==> config.mk <==
export PLATFORM = sky130hd
export DESIGN_NAME = temporal_edge_encoder
export DESIGN_NICKNAME = d
export VERILOG_FILES = /design/src/rtl/temporal_edge_encoder_pkg.sv /design/src/rtl/temporal_edge_encoder_gamma_counter.sv /design/src/rtl/temporal_edge_encoder.sv
export SDC_FILE = /design/constraint.sdc
export NUM_CORES = 1
export LEC_CHECK = 0
export ABC_CLOCK_PERIOD_IN_PS = 3700
export BUFFER_PORTS_ARGS = -buffer_cell sky130_fd_sc_hd__buf_2
export CORE_ASPECT_RATIO = 1.2
export CORE_MARGIN = 2
export CORE_UTILIZATION = 40
export CTS_BUF_LIST = sky130_fd_sc_hd__clkbuf_2 sky130_fd_sc_hd__clkbuf_4 sky130_fd_sc_hd__clkbuf_8
export DETAILED_ROUTE_END_ITERATION = 10
export HOLD_SLACK_MARGIN = 0.12
export SYNTH_ARGS = -nofsm -noshare
export SYNTH_HDL_FRONTEND = slang
export SYNTH_SLANG_ARGS = --single-unit
==> constraint.sdc <==
create_clock -name aclk -period 3.7 [get_ports aclk]
set_input_delay 0.185 -clock aclk [delete_from_list [all_inputs] [get_ports aclk]]
set_output_delay 0.185 -clock aclk [all_outputs]
set_load 0.005 [all_outputs]
==> src/rtl/temporal_edge_encoder_pkg.sv <==
// Shared definitions for the temporal edge encoder: gamma sizing, FSM encoding and
// count width helpers.
package temporal_pkg;

   localparam int unsigned GAMMA_CYCLE_WIDTH_DEF = 16;

   // Guard against $clog2(1) == 0 so a count register always has at least one bit.
   function automatic int unsigned count_width(input int unsigned gamma_width);
      return (gamma_width < 2) ? 1 : $clog2(gamma_width);
   endfunction

   localparam int unsigned COUNT_WIDTH_DEF = count_width(GAMMA_CYCLE_WIDTH_DEF);

   typedef logic [COUNT_WIDTH_DEF-1:0] count_t;

   typedef enum logic {
      IDLE = 1'b0,
      RUN  = 1'b1
   } enc_state_t;

endpackage

==> src/rtl/temporal_edge_encoder_gamma_counter.sv <==
// Gamma phase counter: synchronous clear, count enable and a terminal flag on the
// last cycle of the gamma.
module gamma_counter
   import temporal_pkg::*;
#(
   parameter int unsigned GAMMA_CYCLE_WIDTH = GAMMA_CYCLE_WIDTH_DEF,
   localparam int unsigned CW = count_width(GAMMA_CYCLE_WIDTH)
) (
   input  logic          aclk,
   input  logic          grst_n,
   input  logic          load,
   input  logic          enable,
   output logic [CW-1:0] count,
   output logic          terminal
);

   logic [CW-1:0] count_q;

   always_ff @(posedge aclk or negedge grst_n) begin
      if (!grst_n) begin
         count_q <= '0;
      end else if (load) begin
         count_q <= '0;
      end else if (enable) begin
         count_q <= count_q + CW'(1);
      end
   end

   assign count    = count_q;
   assign terminal = (count_q == CW'(GAMMA_CYCLE_WIDTH - 1));

endmodule

==> src/rtl/temporal_edge_encoder.sv <==
// Encodes per-lane binary values as rising edges within a gamma cycle; value v rises
// at gamma_count == v and holds until the gamma ends.
module temporal_edge_encoder
   import temporal_pkg::*;
#(
   parameter int unsigned GAMMA_CYCLE_WIDTH = GAMMA_CYCLE_WIDTH_DEF,
   parameter int unsigned NUM_LANES         = 4,
   parameter int unsigned VALUE_WIDTH       = count_width(GAMMA_CYCLE_WIDTH),
   localparam int unsigned CW = count_width(GAMMA_CYCLE_WIDTH)
) (
   input  logic                                  aclk,
   input  logic                                  grst_n,
   input  logic                                  in_valid,
   output logic                                  in_ready,
   input  logic [NUM_LANES-1:0][VALUE_WIDTH-1:0] in_values,
   input  logic [NUM_LANES-1:0]                  in_null,
   output logic                                  gamma_start,
   output logic [CW-1:0]                         gamma_count,
   output logic [NUM_LANES-1:0]                  edges,
   output logic                                  busy
);

   localparam int unsigned CMP_W = ((VALUE_WIDTH > CW) ? VALUE_WIDTH : CW) + 1;

   enc_state_t       state_q, state_d;
   logic             gamma_start_q;
   logic             terminal;
   logic             last_cycle;
   logic             advance;
   logic             accept;
   logic [CMP_W-1:0] next_idx;

   assign last_cycle = (state_q == RUN) & terminal;
   assign advance    = (state_q == RUN) & ~terminal;
   assign in_ready   = (state_q == IDLE) | last_cycle;
   assign accept     = in_valid & in_ready;
   // Widened so the index one past the current count never wraps into a small value.
   assign next_idx   = CMP_W'(gamma_count) + CMP_W'(1);

   always_comb begin
      state_d = state_q;
      if (accept) begin
         state_d = RUN;
      end else if (last_cycle) begin
         state_d = IDLE;
      end
   end

   always_ff @(posedge aclk or negedge grst_n) begin
      if (!grst_n) begin
         state_q       <= IDLE;
         gamma_start_q <= 1'b0;
      end else begin
         state_q       <= state_d;
         gamma_start_q <= accept;
      end
   end

   gamma_counter #(
      .GAMMA_CYCLE_WIDTH(GAMMA_CYCLE_WIDTH)
   ) u_gamma_counter (
      .aclk    (aclk),
      .grst_n  (grst_n),
      .load    (accept | last_cycle),
      .enable  (advance),
      .count   (gamma_count),
      .terminal(terminal)
   );

   for (genvar i = 0; i < NUM_LANES; i++) begin : g_lane
      logic [VALUE_WIDTH-1:0] val_q;
      logic                   null_q;
      logic                   edge_q, edge_d;
      logic                   hit;

      always_ff @(posedge aclk or negedge grst_n) begin
         if (!grst_n) begin
            val_q  <= '0;
            null_q <= 1'b0;
         end else if (accept) begin
            val_q  <= in_values[i];
            null_q <= in_null[i];
         end
      end

      // Values >= GAMMA_CYCLE_WIDTH never match an in-gamma index, so they act as null.
      assign hit = ~null_q & (CMP_W'(val_q) == next_idx);

      always_comb begin
         edge_d = edge_q;
         if (accept) begin
            edge_d = ~in_null[i] & (in_values[i] == '0);
         end else if (advance) begin
            edge_d = edge_q | hit;
         end else if (last_cycle) begin
            edge_d = 1'b0;
         end
      end

      always_ff @(posedge aclk or negedge grst_n) begin
         if (!grst_n) begin
            edge_q <= 1'b0;
         end else begin
            edge_q <= edge_d;
         end
      end

      assign edges[i] = edge_q;
   end

   assign gamma_start = gamma_start_q;
   assign busy        = (state_q == RUN);

endmodule

==> implementation parameters <==
Parameter                              Value

Logic synthesis
  Number of enable-type register cells in the synthesized netlist    0
  Post-Syn Nets    approximately 140
  Most instantiated flip-flop cell in the synthesis netlist    dfrtp_1
  Top post-synthesis cells by area    dfrtp_1 (46%), mux2_4 (18%), xnor2_1 (4.3%), xnor3_4 (3.2%), xnor3_1 (2.8%)
  Unique cell type count in the Yosys netlist    28
  Cell count after synthesis    114
  #FFs+latches synth    30
  Yosys Warn Count    0
  Most repeated cell in the gate-level netlist after synthesis    dfrtp_1
  Fraction of the yosys area taken by sequential cells    0.4615
  Total standard cell area after synthesis    around 1600 µm²
  Biggest area consumer among synthesized cells    dfrtp_1
  Top cells by count, synth    dfrtp_1 (30), mux2_4 (19), xnor2_1 (8)
  Avg Cell Area, Syn    14.27 µm²
  Asr flop ratio synth    1.000
  Top-area cell type share of the netlist area    0.4615

Die
  Chip height    ~74 µm
  Placeable core region    3910 µm²
  Floorplan row count    25
  Die ar.    4595 µm²
  Number of top-level pins    34
  Die X-Extent    62.21 µm
  Starting density of the core    0.4160

Job
  Max-cap violations    0

Global routing
  Number of global-route vias before repair    1058
  Total gr overflow    0
  Number of antenna violations at the first check in global routing    0
  Maximum number of pins on one net before global-route repair    31
  Global-route wire length before repair    5.237 mm
  GRT Overall Usage    0.1536

CTS
  Inserted Clock Buffers    5
  Level count of the clock H-tree    2
  Buffer depth of the longest clock path    2
  Count of hold buffers inserted by post-cts repair    1
  Post-CTS clock slew at the launch and capture registers of the worst setup and hold paths    ~60 ps
  Gates resized, CTS repair    0
  Clock tree from TritonCTS    yes
  Clock latency reported for the late side of the worst-skew pair    280 ps
  Post-CTS repair timing setup buffer count    0
  Clock sink count    30
  Clock Root Buffer    clkbuf_8

Worst hold path
  Number of cells traversed by the worst hold path    2
  Sink of the worst hold path    g_lane[0].edge_q
  Origin of the worst min-delay path    in_null[0]
  Class of the worst hold path    input pin to register

Routing
  DR vias    between 900 and 1000
  Number of detailed-route iterations in the first pass    4
  Detailed-route vias per instance    4.980
  Routed wire length    3.110 mm
  DRT iter0 DRCs    30
  Routed wire length per instance    15.63 µm
  DRC viols    0
  Routed Antenna Nets    0

Layout
  Summed area of non-filler cells in the final layout    1866 µm²
  Area occupied by registers    roughly 750 µm²
  Area growth from synthesis to final layout    14.69%
  Area occupied by multi-input gates    roughly 770 µm²
  Antenna diode count    0
  Layout cell share with drive strength beyond 1    0.4690
  Number of filler cells placed in the layout    359
  Net count of the finished layout    170

Timing
  Worst Max-Slew Pin Slew    about 660 ps
  Post-route clock period utilization    0.5297
  Clk_skew    7.966 ps
  Slew margin rel.    0.5592
  RSZ-0062 raised after global routing    false
  Setup slack of the critical path after layout    between 1500 and 2000 ps
  Max Clock Freq    0.5102 GHz
  Final-report setup violation count    0
  Final critical path time including I/O delays and setup    a little under 2000 ps
  Total Negative Setup Slacks    0 ps
  Final count of pins violating max slew    0
  Number of failing hold endpoints at the final stage    0

Run status
  Result of the run    finished clean

Placement
  Cell area reported after detailed placement    around 1800 µm²
  IO Port Bufs    33
  Post-placement worst setup slack    1751 ps
  Placer congestion estimate    between 0.7 and 0.8
  Total half-perimeter wirelength after legalization and detailed placement    approximately 2.2 mm

Critical path
  Reg-to-Reg End    g_lane[0].val_q[2]
  Critical setup path kind    register to register
  Number of cell instances on the worst register-to-register path    7
  Element type at the critical path end    register
  Startpoint of the most critical register-to-register path    u_gamma_counter.count[0]
  Max FO, Critical Path    21
  Endpoint required time on the critical path    3870 ps
  WP data arrival    2130 ps
  Setup slack, reg-to-reg    1740 ps
  Sort of element at the start of the critical path    register

Pwr
  Static Leak    0.8603 nW
  Power density of the placed cells    892.4 nW/µm²
  Largest vdd supply drop    ~260 µV
==> sequential cells by signal, summed over array words and instances (netlist names) <==
register	count
gamma_start	1
g_lane.null_q	4
g_lane.edge_q	4
busy	1
g_lane.val_q	16
u_gamma_counter.count	4
==> cells by family (layout without fill, tap and decap cells) <==
group | count (synthesis) | in the layout | synth area share
flops | 30 | 30 | 0.4615
buf+inv | 12 | 43 | 0.06770
fa+ha+maj | 1 | 1 | 0.007691
mux | 20 | 20 | 0.1823
xor+xnor | 17 | 17 | 0.1300
simple gates | 21 | 21 | 0.09615
compound gates | 13 | 13 | 0.05461
==> metrics by stage <==
| stage | utilization | total power, mW | cells | hold WS [ps] |
|---|---|---|---|---|
| after floorplan | - | 1.288 | 114 | -110.6 |
| after global placement | 0.4534 | 1.413 | 192 | 246.2 |
| after detailed placement | 0.4534 | 1.419 | 192 | 255.3 |
| after CTS | 0.4771 | 1.682 | 199 | 139.1 |
| after global routing | 0.4771 | 1.785 | 199 | 135.7 |
| final | 0.4771 | 1.665 | 199 | 141.7 |
==> report_power, final <==
part / switching [mW] / leakage [nW] / internal (mW)
sequential: 0.145 / 0.364 / 0.487
clock: 0.110 / 0.0431 / 0.143
combinational: 0.283 / 0.453 / 0.497
==> final cells by class <==
class / count / area share
inverters: 3 / 0.01274
repair buffers: 34 / 0.09390
multi-input cells: 72 / 0.4105
flip-flops and latches: 30 / 0.4024
well taps: 54 / 0.03622
clock buffers: 6 / 0.04427
==> worst max-delay path: stages (launching register included) <==
cell,delay [ps]
dfrtp_1,560
ha_1,250
and3_4,230
nor2_8,60
inv_6,70
nand2_8,70
inv_6,220
mux2_2,370
==> layer usage <==
metal  vias up  track usage  wire length, µm
met2        31       0.2464             1534
li1        471            -                -
met1       483       0.1881             1336
met3         6      0.05666              183
met4         0      0.06667               55
met5         -            0                0
==> how the worst max path moves through the flow <==
stage	end	slack, ps	cells past startpoint	from
3_3_place_gp	g_lane[0].val_q[2]	1830	7	u_gamma_counter.count[0]
3_5_place_dp	g_lane[0].val_q[2]	1750	7	u_gamma_counter.count[0]
2_1_floorplan	g_lane[0].val_q[0]	2020	8	u_gamma_counter.count[0]
4_1_cts	g_lane[0].val_q[2]	1740	7	u_gamma_counter.count[0]
6_report	g_lane[0].val_q[2]	1740	7	u_gamma_counter.count[0]
5_1_grt	g_lane[0].val_q[2]	1650	7	u_gamma_counter.count[0]
==> cell usage in the layout, fill, tap and decap left out, drive strengths merged, types with 5 or more instances in the layout <==
master / n
buf: 33
clkbuf: 6
dfrtp: 30
mux2: 20
nor3: 5
o21ai: 7
xnor2: 8
xor2: 5
No activity file was read; power rests on OpenSTA's default activity.
